--- src/rtl/alu_issue_arbiter.sv ---
// Two-requester round-robin issue arbiter feeding a single-entry ALU output register,
// with per-requester saturating grant counters.
module alu_issue_arbiter #(
  parameter int CNT_W = 16
) (
  input  logic             clk_in,
  input  logic             rst_in,
  input  logic             rdy_in,
  input  logic             _clear,
  input  logic             _req0_valid,
  input  logic [4:0]       _req0_rob_id,
  input  logic [6:0]       _req0_type,
  input  logic [3:0]       _req0_op,
  input  logic [31:0]      _req0_v1,
  input  logic [31:0]      _req0_v2,
  output logic             _req0_grant,
  input  logic             _req1_valid,
  input  logic [4:0]       _req1_rob_id,
  input  logic [6:0]       _req1_type,
  input  logic [3:0]       _req1_op,
  input  logic [31:0]      _req1_v1,
  input  logic [31:0]      _req1_v2,
  output logic             _req1_grant,
  input  logic             _alu_full,
  output logic             _alu_ready,
  output logic [4:0]       _alu_rob_id,
  output logic [6:0]       _alu_type,
  output logic [3:0]       _alu_op,
  output logic [31:0]      _alu_v1,
  output logic [31:0]      _alu_v2,
  output logic [CNT_W-1:0] _grant_cnt0,
  output logic [CNT_W-1:0] _grant_cnt1
);

  localparam logic [CNT_W-1:0] CntOne = {{(CNT_W-1){1'b0}}, 1'b1};

  logic             r_aluReady;
  logic [4:0]       r_aluRobId;
  logic [6:0]       r_aluType;
  logic [3:0]       r_aluOp;
  logic [31:0]      r_aluV1;
  logic [31:0]      r_aluV2;
  logic             r_lastGrant;
  logic [CNT_W-1:0] r_cnt0;
  logic [CNT_W-1:0] r_cnt1;

  logic w_grantEn;
  logic w_grant0;
  logic w_grant1;
  logic w_drain;

  // Reset is folded into the enable so grants stay low while rst_in is held low.
  assign w_grantEn = rst_in & rdy_in & ~_clear & (~r_aluReady | ~_alu_full);
  assign w_grant0  = w_grantEn & _req0_valid & (~_req1_valid | r_lastGrant);
  assign w_grant1  = w_grantEn & _req1_valid & (~_req0_valid | ~r_lastGrant);
  assign w_drain   = r_aluReady & ~_alu_full;

  always_ff @(posedge clk_in or negedge rst_in) begin
    if (!rst_in) begin
      r_aluReady  <= 1'b0;
      r_aluRobId  <= '0;
      r_aluType   <= '0;
      r_aluOp     <= '0;
      r_aluV1     <= '0;
      r_aluV2     <= '0;
      r_lastGrant <= 1'b1;
      r_cnt0      <= '0;
      r_cnt1      <= '0;
    end else if (rdy_in) begin
      if (_clear) begin
        r_aluReady <= 1'b0;
      end else if (w_grant0) begin
        r_aluReady  <= 1'b1;
        r_aluRobId  <= _req0_rob_id;
        r_aluType   <= _req0_type;
        r_aluOp     <= _req0_op;
        r_aluV1     <= _req0_v1;
        r_aluV2     <= _req0_v2;
        r_lastGrant <= 1'b0;
        if (r_cnt0 != '1) r_cnt0 <= r_cnt0 + CntOne;
      end else if (w_grant1) begin
        r_aluReady  <= 1'b1;
        r_aluRobId  <= _req1_rob_id;
        r_aluType   <= _req1_type;
        r_aluOp     <= _req1_op;
        r_aluV1     <= _req1_v1;
        r_aluV2     <= _req1_v2;
        r_lastGrant <= 1'b1;
        if (r_cnt1 != '1) r_cnt1 <= r_cnt1 + CntOne;
      end else if (w_drain) begin
        r_aluReady <= 1'b0;
      end
    end
  end

  assign _req0_grant = w_grant0;
  assign _req1_grant = w_grant1;
  assign _alu_ready  = r_aluReady;
  assign _alu_rob_id = r_aluRobId;
  assign _alu_type   = r_aluType;
  assign _alu_op     = r_aluOp;
  assign _alu_v1     = r_aluV1;
  assign _alu_v2     = r_aluV2;
  assign _grant_cnt0 = r_cnt0;
  assign _grant_cnt1 = r_cnt1;

endmodule

--- config.mk ---
export PLATFORM = sky130hd
export DESIGN_NAME = alu_issue_arbiter
export DESIGN_NICKNAME = d
export VERILOG_FILES = /design/src/rtl/alu_issue_arbiter.sv
export SDC_FILE = /design/constraint.sdc
export NUM_CORES = 1
export LEC_CHECK = 0
export CORE_ASPECT_RATIO = 0.6
export CORE_MARGIN = 3
export CORE_UTILIZATION = 31
export DETAILED_ROUTE_END_ITERATION = 6
export GPL_TIMING_DRIVEN = 0
export PLACE_DENSITY = 0.66
export SLEW_MARGIN = 40
export SYNTH_ARGS = -nofsm -noshare
export SYNTH_HDL_FRONTEND = slang
export SYNTH_SLANG_ARGS = --single-unit
--- constraint.sdc ---
create_clock -name clk_in -period 2.2 [get_ports clk_in]
set_input_delay 0.55 -clock clk_in [delete_from_list [all_inputs] [get_ports clk_in]]
set_output_delay 0.55 -clock clk_in [all_outputs]
set_load 0.1 [all_outputs]
==> reports/metrics.csv, run 1 <==
stage;metric;value;unit
logic_synthesis;synth.avg_cell_area;10.5;µm²
floorplanning;start_util;32.2;%
placed_design;place_congestion;0.798;
clocking;clockBufferDepth;2;
critical_path;required;1.65;ns
logic_synthesis;async_reset_ff_share;100;%
critical_path;critical_path.endpoint_type;output pin;
logic_synthesis;syn_nets;675;
drt;vias;5002;
drt;final_antenna_net_count;0;
worst_hold_path;hp-class;input port to asynchronous set/reset pin;
logic_synthesis;yosysUniqueCellTypes;39;
run_status;violations;negative setup slack;
final_layout;fin_nets;989;
timing;final_hold_viol_count;0;
placed_design;portBuffers;281;
logic_synthesis;yosysMostFrequentCell;dfrtp_1;
drt;drtIter0Drc;195;
timing;finalCriticalPeriod;2.38;ns
timing;relSlewSlack;65.0;%
run_status;status;finished with violations;
timing;finalClockSkew;0.0142;ns
floorplanning;die_h;107;µm
logic_synthesis;synth_edf_count;0;
global_route;grt_overflow;0;
timing;worstMarginPinSlew;0.529;ns
placed_design;place_hpwl;13500;µm
drt;maxUsedRoutingLayer;met4;
logic_synthesis;yosysWarnings;0;
floorplanning;die_x;175;µm
critical_path;crit_fanout;3;
critical_path;critPathKind;register to output pin;
final_layout;drive_gt1_share;29.4;%
placed_design;placedCellCount;1016;
clocking;cts_inserted_buffers;17;
final_layout;area_delta_synth_final;70.5;%
timing;timing.hold.ws;0.0961;ns
final_layout;fin_cells;1061;
critical_path;cp_data_arrival_time;1.83;ns
global_route;grt_pass1_vias;5234;
flow_run;cap_violations;0;
drt;dr.pass1.iters;7;
drt;vias_per_cell;4.71;
logic_synthesis;yosysTopAreaCell;dfrtp_1;
pwr;p_leak;4.32;nW
clocking;cts-root-buf;clkbuf_16;
timing;drv_slew;0;
global_route;grt_max_degree;33;
clocking;cts.sinks;114;
drt;dr_wl_met2;8640;µm
floorplanning;fp.coreArea;0.0165;mm²
logic_synthesis;ys.flop_type;dfrtp_1;
floorplanning;io_pins;282;
timing;worst_slack;-0.185;ns
critical_path;startpoint_type;register;
drt;met3WireLength;1780;µm
logic_synthesis;synth_cells;506;
logic_synthesis;yosys-top-cells-count;dfrtp_1, nor2_1, a21oi_1, mux2i_1, nand2_1;
logic_synthesis;synth_area_leaders;dfrtp_1, mux2i_1, a21oi_1;
pwr;peakVddDrop;0.542;mV
logic_synthesis;yosysSeqAreaShare;53.7;%
logic_synthesis;netlist_area;0.00531;mm²
timing;finalCritPeriodShare;108;%
final_layout;nFillCells;1449;
drt;drc;0;
floorplanning;rows;36;
timing;clock.fmax;419;MHz
clocking;clk_latency;0.40;ns
clocking;ctsHtreeMaxLevel;4;
clocking;cts_tree;done;
floorplanning;die-area;0.0188;mm²
global_route;track_usage;19.2;%
drt;wl_per_cell;17.2;µm
timing;grt_setup_unrepaired;yes;
logic_synthesis;yosysTopAreaCellShare;53.3;%
logic_synthesis;ys_ff_latch;114;
global_route;grt_pass1_wl;28400;µm
drt;drt-met1-wl;7660;µm
clocking;cts.clk_slew.worst_paths;0.06;ns
timing;setup_viol;73;
pwr;powerDensity;1070;mW/mm²
final_layout;num_antenna_cells;0;
global_route;grt_antenna_before_repair;0;
drt;wirelength;18300;µm
logic make-up (layout without fill, tap and decap cells):
kind of cell | after synthesis | count (layout) | share of synthesized area, %
and+or+nand+nor | 157 | 157 | 14.2
DFF | 114 | 114 | 53.7
AOI/OAI and AO/OA | 88 | 88 | 8.77
muxes | 83 | 83 | 15.7
buffers and inverters | 36 | 363 | 2.87
xor gates and xnor gates | 26 | 26 | 4.29
adders and majority gates | 2 | 2 | 0.471
where the power goes:
part           switching [mW]  internal [mW]  leakage, nW
Sequential              0.256           2.51         1.29
Clock                   0.952           1.60        0.270
Combinational            3.54          0.867         2.76
Total                    4.75           4.98         4.32
critical path: stages, from the launching register on:
cell     delay (ns)
dfrtp_4        0.47
and2_4         0.15
or4_4          0.56
inv_12         0.09
buf_16         0.16
cell type report:
cell class              instances  area (µm²)  share of cell area [%]
multi-input cells             356        2520                    27.9
inverters                       8        43.8                   0.484
flip-flops and latches        114        2890                    32.0
clock inverters                10        87.6                   0.968
clock buffers                  22         464                    5.13
repair buffers                297        2540                    28.1
plain buffers                  26         213                    2.35
well taps                     228         285                    3.15
registers in the layout, indices dropped and copies added (netlist names):
signal       cells
_grant_cnt1     16
_alu_ready       1
_alu_rob_id      5
_alu_v1         32
_alu_type        7
_alu_v2         32
_alu_op          4
r_lastGrant      1
_grant_cnt0     16
placed cells by master, fill, tap and decap left out, types with 11 or more instances in the layout:
cell type / synthesis / routed
a21oi_1: 81 / 74
buf_2: 8 / 113
clkbuf_1: 18 / 15
clkbuf_16: 0 / 18
clkdlybuf4s50_1: 0 / 160
dfrtp_1: 113 / 83
dfrtp_2: 0 / 29
mux2i_1: 81 / 64
nand2_1: 21 / 21
nand3_1: 12 / 12
nor2_1: 90 / 90
xnor2_1: 15 / 15
xor2_1: 11 / 11
worst paths after layout:
kind                              from         endpoint  slack (ns)  depth (start not counted)
setup / recovery            _alu_ready      _req0_grant       -0.18                          4
setup reg to reg            _alu_ready  _grant_cnt0[10]       -0.15                          8
max in group asynchronous       rst_in      r_lastGrant        1.70                          3
min in group clk_in        r_lastGrant      r_lastGrant        0.48                          2
hold / removal                  rst_in       _alu_op[0]         0.1                          2
hold reg to reg            r_lastGrant      r_lastGrant        0.48                          2
per-stage QoR:
step                      setup WS, ns  setup TNS (ns)  total power [mW]  util [%]  area [µm²]
after floorplan                0.00564               0              6.11         -        5380
after global placement           -5.52        -1043.75              7.45      51.4        8480
after detailed placement         -1.35         -116.69              7.12      48.2        7940
after CTS                       -0.194          -0.501              9.76      53.4        8800
after global routing            -0.223          -11.11              10.1      54.9        9050
final                           -0.185           -6.86              9.73      54.9        9050
timing repair:
action	CTS	global route
pin swaps	3	16
gates resized for setup	44	50
buffers inserted	8	2
gates cloned	3	1
endpoints found under the hold margin	24	0
endpoints found under the setup margin	102	78
hold buffers	1	0
routing by layer:
| metal | up-vias | track usage (%) |
|---|---|---|
| met5 | - | 0 |
| met4 | 0 | 4.89 |
| met3 | 15 | 7.29 |
| met2 | 199 | 31.1 |
| met1 | 2401 | 24.2 |
| li1 | 2387 | - |
No activity file was read; power rests on OpenSTA's default activity.
==> run 2: changes to the inputs <==
--- a/config.mk
+++ b/config.mk
@@ -5,6 +5,7 @@
 export SDC_FILE = /design/constraint.sdc
 export NUM_CORES = 1
 export LEC_CHECK = 0
+export CAP_MARGIN = 10
 export CORE_ASPECT_RATIO = 0.6
 export CORE_MARGIN = 3
 export CORE_UTILIZATION = 31
==> results of run 2 <==
No change in the layout: final DEF, timing and power equal those of run 1.
